File: src/rtl/trx_path_monitor_if.sv
// Handshake bundle between the board top / stimulus side and trx_path_monitor.
// master drives START/ERROR/SEL; slave (the monitor) drives the status outputs.
interface trx_path_monitor_if #(
    parameter int unsigned CHANNELS  = 10,
    parameter int unsigned CNT_WIDTH = 16
);
    localparam int unsigned SEL_W = (CHANNELS > 1) ? $clog2(CHANNELS) : 1;

    logic                 start;
    logic [CHANNELS-1:0]  error;
    logic [SEL_W-1:0]     sel;
    logic                 path_rst;
    logic [CHANNELS-1:0]  locked;
    logic [CHANNELS-1:0]  fail;
    logic [CNT_WIDTH-1:0] err_cnt;
    logic [1:0]           state;
    logic                 done;

    modport master (
        output start, error, sel,
        input  path_rst, locked, fail, err_cnt, state, done
    );

    modport slave (
        input  start, error, sel,
        output path_rst, locked, fail, err_cnt, state, done
    );
endinterface

File: src/rtl/trx_path_monitor.sv
// N-channel supervisor for ISERDES trx_path loopbacks: path reset, settle, lock, error count.
// Optional lock timeout enabled by defining TRX_MON_TIMEOUT_EN.
module trx_path_monitor #(
    parameter int unsigned CHANNELS      = 10,
    parameter int unsigned CNT_WIDTH     = 16,
    parameter int unsigned RST_CYCLES    = 4,
    parameter int unsigned SETTLE_CYCLES = 64,
    parameter int unsigned LOCK_CYCLES   = 256,
    parameter int unsigned RUN_CYCLES    = 0,
    parameter int unsigned LOCK_TIMEOUT  = 4096
) (
    input  logic               i_clk,
    input  logic               i_rst_n,
    trx_path_monitor_if.slave  bus
);
    localparam logic [2:0] ST_IDLE   = 3'd0;
    localparam logic [2:0] ST_RESET  = 3'd1;
    localparam logic [2:0] ST_SETTLE = 3'd2;
    localparam logic [2:0] ST_RUN    = 3'd3;
    localparam logic [2:0] ST_DONE   = 3'd4;

    localparam int unsigned LCK_W = $clog2(LOCK_CYCLES + 1);

    logic [1:0]           r_rst_sync;
    logic                 r_start_q;
    logic [CHANNELS-1:0]  r_erq;
    logic [2:0]           r_state;
    logic [31:0]          r_cnt;
    logic [CHANNELS-1:0]  r_locked;
    logic [CHANNELS-1:0]  r_fail;
    logic [CNT_WIDTH-1:0] r_err [CHANNELS];
    logic [LCK_W-1:0]     r_lck [CHANNELS];
    logic [CNT_WIDTH-1:0] r_err_cnt;
    logic                 w_start_p;
    logic                 w_clear;
    logic                 w_run;
    logic                 w_timeout;
    logic [1:0]           w_state_out;

    assign w_start_p = bus.start & ~r_start_q;
    assign w_clear   = (r_state == ST_RESET);
    assign w_run     = (r_state == ST_RUN);

    always_ff @(posedge i_clk or negedge i_rst_n) begin
        if (!i_rst_n) begin
            r_rst_sync <= 2'b00;
            r_start_q  <= 1'b0;
            r_erq      <= '0;
        end else begin
            r_rst_sync <= {r_rst_sync[0], 1'b1};
            r_start_q  <= bus.start;
            r_erq      <= bus.error;
        end
    end

    // FSM holds in IDLE until the synchronised reset release has propagated.
    always_ff @(posedge i_clk or negedge i_rst_n) begin
        if (!i_rst_n) begin
            r_state <= ST_IDLE;
            r_cnt   <= '0;
        end else if (r_rst_sync[1]) begin
            case (r_state)
                ST_IDLE: begin
                    if (w_start_p) begin
                        r_state <= ST_RESET;
                        r_cnt   <= '0;
                    end
                end
                ST_RESET: begin
                    if (w_start_p) begin
                        r_cnt <= '0;
                    end else if (r_cnt == RST_CYCLES - 1) begin
                        r_state <= ST_SETTLE;
                        r_cnt   <= '0;
                    end else begin
                        r_cnt <= r_cnt + 32'd1;
                    end
                end
                ST_SETTLE: begin
                    if (w_start_p) begin
                        r_state <= ST_RESET;
                        r_cnt   <= '0;
                    end else if (r_cnt == SETTLE_CYCLES - 1) begin
                        r_state <= ST_RUN;
                        r_cnt   <= '0;
                    end else begin
                        r_cnt <= r_cnt + 32'd1;
                    end
                end
                ST_RUN: begin
                    if (w_start_p) begin
                        r_state <= ST_RESET;
                        r_cnt   <= '0;
                    end else if (RUN_CYCLES != 0) begin
                        if (r_cnt == RUN_CYCLES - 1) begin
                            r_state <= ST_DONE;
                            r_cnt   <= '0;
                        end else begin
                            r_cnt <= r_cnt + 32'd1;
                        end
                    end
                end
                ST_DONE: begin
                    if (w_start_p) begin
                        r_state <= ST_RESET;
                        r_cnt   <= '0;
                    end
                end
                default: r_state <= ST_IDLE;
            endcase
        end
    end

`ifdef TRX_MON_TIMEOUT_EN
    localparam int unsigned TO_W = $clog2(LOCK_TIMEOUT + 1);
    logic [TO_W-1:0] r_to_cnt;

    always_ff @(posedge i_clk or negedge i_rst_n) begin
        if (!i_rst_n) begin
            r_to_cnt <= '0;
        end else if (!w_run) begin
            r_to_cnt <= '0;
        end else if (r_to_cnt != TO_W'(LOCK_TIMEOUT)) begin
            r_to_cnt <= r_to_cnt + 1'b1;
        end
    end

    // Fires once, on the LOCK_TIMEOUT-th RUN cycle.
    assign w_timeout = w_run && (r_to_cnt == TO_W'(LOCK_TIMEOUT - 1));
`else
    localparam int unsigned unused_lock_timeout = LOCK_TIMEOUT;
    assign w_timeout = 1'b0;
`endif

    // Unlocked channels with FAIL set have timed out and no longer try to lock.
    always_ff @(posedge i_clk or negedge i_rst_n) begin
        if (!i_rst_n) begin
            r_locked <= '0;
            r_fail   <= '0;
            for (int i = 0; i < CHANNELS; i++) begin
                r_err[i] <= '0;
                r_lck[i] <= '0;
            end
        end else if (w_clear) begin
            r_locked <= '0;
            r_fail   <= '0;
            for (int i = 0; i < CHANNELS; i++) begin
                r_err[i] <= '0;
                r_lck[i] <= '0;
            end
        end else if (w_run) begin
            for (int i = 0; i < CHANNELS; i++) begin
                if (r_locked[i]) begin
                    if (r_erq[i]) begin
                        r_fail[i] <= 1'b1;
                        if (r_err[i] != {CNT_WIDTH{1'b1}}) begin
                            r_err[i] <= r_err[i] + 1'b1;
                        end
                    end
                end else if (!r_fail[i]) begin
                    if (r_erq[i]) begin
                        r_lck[i] <= '0;
                    end else begin
                        r_lck[i] <= r_lck[i] + 1'b1;
                    end
                    if (!r_erq[i] && (r_lck[i] == LCK_W'(LOCK_CYCLES - 1))) begin
                        r_locked[i] <= 1'b1;
                    end else if (w_timeout) begin
                        r_fail[i] <= 1'b1;
                    end
                end
            end
        end
    end

    always_ff @(posedge i_clk or negedge i_rst_n) begin
        if (!i_rst_n) begin
            r_err_cnt <= '0;
        end else if (32'(bus.sel) < CHANNELS) begin
            r_err_cnt <= r_err[bus.sel];
        end else begin
            r_err_cnt <= '0;
        end
    end

    always_comb begin
        w_state_out = 2'd0;
        case (r_state)
            ST_RESET:          w_state_out = 2'd1;
            ST_SETTLE, ST_RUN: w_state_out = 2'd2;
            ST_DONE:           w_state_out = 2'd3;
            default:           w_state_out = 2'd0;
        endcase
    end

    assign bus.path_rst = (r_state == ST_IDLE) || (r_state == ST_RESET);
    assign bus.locked   = r_locked;
    assign bus.fail     = r_fail;
    assign bus.err_cnt  = r_err_cnt;
    assign bus.state    = w_state_out;
    assign bus.done     = (r_state == ST_DONE);
endmodule
File: src/flat_wrapper.sv
// flat-port wrapper written by rule: the top's interface ports become plain ports
module trx_path_monitor_flat 
#(
    parameter int unsigned CHANNELS      = 10,
    parameter int unsigned CNT_WIDTH     = 16,
    parameter int unsigned RST_CYCLES    = 4,
    parameter int unsigned SETTLE_CYCLES = 64,
    parameter int unsigned LOCK_CYCLES   = 256,
    parameter int unsigned RUN_CYCLES    = 0,
    parameter int unsigned LOCK_TIMEOUT  = 4096
)
  (i_clk, i_rst_n, bus_start, bus_error, bus_sel, bus_path_rst, bus_locked, bus_fail, bus_err_cnt, bus_state, bus_done);
  trx_path_monitor_if #(.CHANNELS(CHANNELS), .CNT_WIDTH(CNT_WIDTH)) bus_i ();
  input  logic i_clk;
  input  logic i_rst_n;
  input wire logic [$bits(bus_i.start)-1:0] bus_start;
  input wire logic [$bits(bus_i.error)-1:0] bus_error;
  input wire logic [$bits(bus_i.sel)-1:0] bus_sel;
  output wire logic [$bits(bus_i.path_rst)-1:0] bus_path_rst;
  output wire logic [$bits(bus_i.locked)-1:0] bus_locked;
  output wire logic [$bits(bus_i.fail)-1:0] bus_fail;
  output wire logic [$bits(bus_i.err_cnt)-1:0] bus_err_cnt;
  output wire logic [$bits(bus_i.state)-1:0] bus_state;
  output wire logic [$bits(bus_i.done)-1:0] bus_done;
  assign bus_i.start = bus_start;
  assign bus_i.error = bus_error;
  assign bus_i.sel = bus_sel;
  assign bus_path_rst = bus_i.path_rst;
  assign bus_locked = bus_i.locked;
  assign bus_fail = bus_i.fail;
  assign bus_err_cnt = bus_i.err_cnt;
  assign bus_state = bus_i.state;
  assign bus_done = bus_i.done;
  trx_path_monitor #(.CHANNELS(CHANNELS), .CNT_WIDTH(CNT_WIDTH), .RST_CYCLES(RST_CYCLES), .SETTLE_CYCLES(SETTLE_CYCLES), .LOCK_CYCLES(LOCK_CYCLES), .RUN_CYCLES(RUN_CYCLES), .LOCK_TIMEOUT(LOCK_TIMEOUT)) u_core (.i_clk(i_clk), .i_rst_n(i_rst_n), .bus(bus_i));
endmodule
File: config.mk
export PLATFORM = sky130hd
export DESIGN_NAME = trx_path_monitor_flat
export DESIGN_NICKNAME = d
export VERILOG_FILES = /design/src/rtl/trx_path_monitor_if.sv /design/src/rtl/trx_path_monitor.sv /design/src/flat_wrapper.sv
export SDC_FILE = /design/constraint.sdc
export NUM_CORES = 1
export LEC_CHECK = 0
export ABC_AREA = 1
export BUFFER_PORTS_ARGS = -buffer_cell sky130_fd_sc_hd__buf_2
export CAP_MARGIN = 30
export CORE_AREA = 2 2 286 288
export DETAILED_ROUTE_END_ITERATION = 8
export DIE_AREA = 0 0 288 290
export GPL_ROUTABILITY_DRIVEN = 1
export PLACE_DENSITY = 0.47
export SLEW_MARGIN = 10
export SYNTH_ARGS = -nofsm -noshare
export SYNTH_HDL_FRONTEND = slang
export SYNTH_SLANG_ARGS = --single-unit
File: constraint.sdc
create_clock -name i_clk -period 2.5 [get_ports i_clk]
set_input_delay 0.125 -clock i_clk [delete_from_list [all_inputs] [get_ports i_clk]]
set_output_delay 0.125 -clock i_clk [all_outputs]
set_load 0.03 [all_outputs]
# After elaboration in Yosys (flattened, before gate mapping)
# Index checks and enable logic that the tools add are counted.
[op_classes]
add_sub_neg = 21
n_mul = 0
div = 0
n_lt_le_gt_ge = 2
eq_ne = 60
n_shift = 0
n_mux = 145
bitwise = 3
n_reduce_logical = 88
[op_table]
columns = ["op", "n"]
rows = [
  ["$mux W16", 33],
  ["$mux W160", 2],
  ["$mux W9", 30],
  ["$mux W90", 2],
  ["$add A16 B1 Y16 const B", 10],
  ["$mux W32", 5],
  ["$ne A16 B16 Y1 const B", 10],
  ["$pmux W32 S3", 1],
  ["$add A9 B1 Y9 const B", 10],
  ["$eq A9 B8 Y1 const B", 10],
  ["$bmux W16 S4", 1],
  ["$reduce_bool A2 Y1", 31],
  ["$mux W1", 60],
  ["$ne A2 B2 Y1 const B", 22],
  ["$mux W10", 4],
  ["$reduce_and A4 Y1", 10],
  ["$reduce_and A3 Y1", 11],
  ["$add A32 B1 Y32 const B", 1],
  ["$eq A32 B2 Y1 const B", 1],
  ["$eq A32 B6 Y1 const B", 1],
  ["$ne A3 B2 Y1 const B", 10],
  ["$reduce_and A2 Y1", 10],
  ["$mux W3", 5],
  ["$logic_and A1 B1 Y1", 10],
  ["19 further kinds", 29],
]
[totals]
reg_bits = 334
latch_bits = 0
ram_bits = 0
romBits = 0
input_bits = 17
output_inout_bits = 40
word_cells = 356
n_memories = 0

# Logic depth before layout (Yosys ltp)
[depth]
ltp_word = 7
mapped_depth = 13
depth_no_buf = 12

# Least setup slack after synthesis
# OpenSTA, ideal clock, no wires.
[synth_timing]
kind = "flip-flop to output port"
from = "register u_core.r_state[1]"
to = "output port bus_path_rst"
arrival_ns = 1.894
required_time_ns = 2.375
path_slack_ns = 0.481
stages_incl_launch_ff = 7
path_buffers = 3
cell_sequence = "dfrtp_1 -> inv_1 -> ha_1 -> buf_2 -> buf_2 -> clkbuf_1 -> or2_2"
[synth_via]
elab_chain_cells = 2
elab_cells_between_ends = 3
classes_between = "eq/ne: 1; reduce/logical: 2"
[synth_rtl]
columns = ["item", "line", "text"]
rows = [
  ["from (decl)", "trx_path_monitor.sv:27", "logic [2:0] r_state;"],
  ["from (signal assigned)", "trx_path_monitor.sv:59", "r_state <= ST_IDLE;"],
  ["from (signal assigned)", "trx_path_monitor.sv:65", "r_state <= ST_RESET;"],
  ["from (signal assigned)", "trx_path_monitor.sv:73", "r_state <= ST_SETTLE;"],
  ["$eq A3 B1 Y1 / $logic_not A3 Y1 (equally long branches)", "trx_path_monitor.sv:196", "assign bus.path_rst = (r_state == ST_IDLE) || (r_state == ST_RESET);"],
  ["$logic_or A1 B1 Y1 (*)", "trx_path_monitor.sv:196", ""],
  ["to (decl)", "flat_wrapper.sv:19", "output wire logic [$bits(bus_i.path_rst)-1:0] bus_path_rst;"],
]
# Every way passes the cells marked *; elsewhere a longest branch is shown, timed or not.

# Worst setup path after layout
[layout_timing]
from = "register u_core.r_state[1]"
to = "register u_core.r_err[134] (netlist bit)"
[layout_via]
elab_chain_cells = 3
elab_cells_between_ends = 8
classes_between = "eq/ne: 2; mux: 1; reduce/logical: 5"
[layout_rtl]
columns = ["item", "line", "text"]
rows = [
  ["$eq A3 B1 Y1 / $eq A3 B2 Y1 (equally long branches)", "trx_path_monitor.sv:41, trx_path_monitor.sv:42", ""],
  ["$reduce_bool A2 Y1 (no line)", "n/a", ""],
  ["$reduce_and A4 Y1 (no line)", "n/a", ""],
  ["to (signal, indexed assignment)", "trx_path_monitor.sv:157", "r_err[i] <= r_err[i] + 1'b1;"],
  ["to (decl)", "trx_path_monitor.sv:31", "logic [CNT_WIDTH-1:0] r_err [CHANNELS];"],
]
# Parallel ways exist; a longest one is shown, timed or not.
# A chain may end at the register's enable or synchronous reset.

==> metrics.md <==
| Metric | Value |
|---|---|
| Critical register-to-register path startpoint | `u_core.r_state[1]$_DFFE_PN0P_` |
| DP Area | `between 0.02 and 0.025 mm2` |
| Die H | `~290 um` |
| Clock buffer depth | `3` |
| Initial DRC count | `~1400` |
| Flops & latches, synth | `between 300 and 400` |
| Final wirelength | `between 50000 and 60000 um` |
| RSZ-0062 raised after global routing | `no` |
| Outcome | `complete, no violations` |
| Final Hold Viols | `0` |
| Largest net degree at the start of global routing | `65` |
| Netlist Area Pre-Place | `between 0.015 and 0.02 mm2` |
| Core area | `between 0.08 and 0.09 mm2` |
| Routed Antenna Nets | `0` |
| Post-Synthesis Cells | `around 2800` |
| Syn nets | `2807` |
| HPWL after DPL | `43400 um` |
| First-pass DRT Iterations | `5` |
| Clk Latency, worst-skew pair | `between 500 and 600 ps` |
| Port Buffer Count | `55` |
| Maximum fanout along the worst path | `19` |
| Setup violators final | `0` |
| Design Area, Final | `around 0.023 mm2` |
| N_diodes | `0` |
| Post-Place Setup Slack | `-96.2 ps` |
| Setup WS post-layout | `191 ps` |
| Worst slew margin | `0.508` |
| Tot Pwr | `18.6 mW` |
| Pleak | `10.3 nW` |
| Final Cycle Share | `0.923` |
| WL/cell | `between 15 and 20 um` |
| Setup TNS Final | `0 ps` |
| Number of global-route vias before repair | `~17000` |
| Crit Path Class | `reg -> reg` |
| # IOs | `57` |
| Chip width | `between 200 and 300 um` |
| Maximum vdd drop | `around 510 uV` |
| First-pass GRT wire length | `~96000 um` |
| H-tree Lvls | `2` |
| WP data arrival | `between 2000 and 3000 ps` |
| Nets@finish | `about 2900` |
| Worst R2R Setup Slack | `around 190 ps` |
| Most frequent cells in the layout | `nand2_1, inv_1, dfrtp_1, nor2_1, nand3_1` |
| Gr ovfl total | `0` |
| Root buf cell | `clkbuf_16` |
| CP required | `2950 ps` |
| Area growth syn-to-layout | `16.7%` |
| Power density over the cells | `between 700 and 800 mW/mm2` |
| Max-capacitance violation count | `0` |
| Antenna violations before repair | `0` |
| Share of cells above drive strength 1 | `0.0910` |
| # DRC | `0` |
| Row count | `~100` |
| Syn_area_per_cell | `7.24 um2` |
| Min-delay worst type | `in -> async` |
| Worst R2R Path Depth | `9` |
| CTS buffer count | `43` |
| Routability congestion estimate | `about 0.83` |
| GRT Overall Usage | `0.142` |
| Synth cell types | `53` |
| CP Capture Type | `flop` |
| Most common cell after layout, fill and taps aside | `nand2_1` |
| Min Hold Slack | `between 100 and 150 ps` |
| Starting Density | `0.249` |
| Clk slew on worst S/H paths | `approximately 60 ps` |
| Post-synth ARST share | `1.00` |
| Yosys top cell by area | `dfrtp_1` |
| Top cells by area, synth | `dfrtp_1, nand2_1, inv_1` |
| Fin. max-slew vios | `0` |
| CTS tree | `yes` |
| Minimum clock period | `between 2000 and 2500 ps` |
| Via density per instance | `4.65` |
| Crit start category | `flop` |
| Post-synthesis sequential area ratio | `0.418` |
| Post-Route Skew | `about 35 ps` |
| Clock Sinks | `333` |
| Post-synth EDFFs | `0` |
| Vias | `approximately 18000` |
| Synth warnings | `0` |
| Ys flop type | `dfrtp_1` |
| Reg-to-reg endpoint | `u_core.r_err[134]$_DFFE_PN0P_` |
| Top cell type's share of synthesized area | `0.418` |
| Maximum clock rate | `433 MHz` |
| Die Area | `approximately 0.084 mm2` |
| Tightest Pin Transition | `~740 ps` |
==> synthesized netlist by cell type (2+ instances only) <==
library cell,n
nand2_1,540
a32o_1,3
nor2_1,269
nand2_4,3
nor3_1,76
dfrtp_1,333
o21ai_0,241
xor2_1,26
conb_1,2
nor2_2,9
nand4_1,162
o211ai_1,7
buf_6,5
nand3_1,246
o32ai_1,2
a211oi_1,2
o21ai_1,67
a22o_1,3
and3_1,8
xnor2_1,6
buf_1,9
ha_1,36
o21ai_2,4
inv_1,381
nand3_2,4
o2111ai_1,5
o21a_1,2
o22ai_1,12
a31o_2,4
clkbuf_1,33
nor3_2,15
nand2_2,3
inv_2,9
buf_4,4
o211ai_2,2
o21bai_1,11
buf_2,38
a31oi_1,13
nand3b_1,12
a21oi_1,115
o31ai_1,4
or2_2,17
==> repair_timing <==
item,CTS,global route
gates resized for setup,3,4
buffers inserted,0,0
hold endpoints to repair,283,0
hold buffers,12,0
endpoints found under the setup margin,8,30
==> worst max-delay path: stages, from the launching register on <==
cell     delay (ps)
dfrtp_1         390
inv_1           110
ha_4            240
buf_4           180
a31oi_1         510
inv_1           210
nand2_4         230
inv_2           150
nand3_1          90
o21ai_1          60
==> per-layer routing <==
metal,up-vias,GRT usage,share of wire
met5,-,0,0
met4,0,0.0392,0.025
met3,85,0.0279,0.051
met2,336,0.210,0.42
met1,8466,0.208,0.50
li1,9367,-,-
==> final cells by class <==
type	instances	area [um2]
fillers	8845	56900
multi-input cells	1941	9760
flip-flops and latches	333	8330
inverters	391	1480
well taps	1060	1330
clock buffers	59	1190
repair buffers	127	991
clock inverters	17	210
==> where the power goes <==
part	total, mW	switching, mW	internal, mW
Sequential	6.52	0.589	5.93
Clock	6.23	2.58	3.65
Combinational	5.83	4.21	1.62
==> state kept, by name, summed over array words and instances, names as in the netlist <==
name / cells
u_core.r_err: 160
u_core.r_lck: 90
u_core.r_cnt: 32
u_core.bus.err_cnt: 16
u_core.bus.fail: 10
u_core.bus.locked: 10
u_core.r_erq: 10
u_core.r_rst_sync: 2
u_core.r_state: 2
u_core.r_start_q: 1
==> worst max-delay path by stage <==
stage | startpoint | slack, ps | cells past startpoint | end
detailed placement | u_core.r_state[1]$_DFFE_PN0P_ | -100 | 8 | u_core.r_err[90]$_DFFE_PN0P_
finish | u_core.r_state[1]$_DFFE_PN0P_ | 190 | 9 | u_core.r_err[134]$_DFFE_PN0P_
floorplan | u_core.r_state[1]$_DFFE_PN0P_ | 480 | 6 | bus_path_rst
global route | u_core.r_state[1]$_DFFE_PN0P_ | 10 | 9 | u_core.r_err[130]$_DFFE_PN0P_
global placement | u_core.r_state[1]$_DFFE_PN0P_ | -80 | 9 | u_core.r_err[42]$_DFFE_PN0P_
CTS | u_core.r_state[1]$_DFFE_PN0P_ | 40 | 5 | bus_path_rst
==> through the flow <==
stage           util  instances
5_1_grt        0.290       3928
2_1_floorplan      -       2754
4_1_cts        0.290       3927
6_report       0.290       3928
3_5_place_dp   0.271       3839
3_3_place_gp   0.271       3838
==> kinds of logic after synthesis <==
| logic type | share of synthesized area |
|---|---|
| xor gates and xnor gates | 0.0140 |
| and+or+nand+nor | 0.314 |
| buffers and inverters | 0.0953 |
| adders and majority gates | 0.0226 |
| AOI/OAI and AO/OA | 0.135 |
| DFF | 0.418 |
| muxes | 0.000502 |
| other | 0.000376 |
Power figures use the tool's default switching activity.
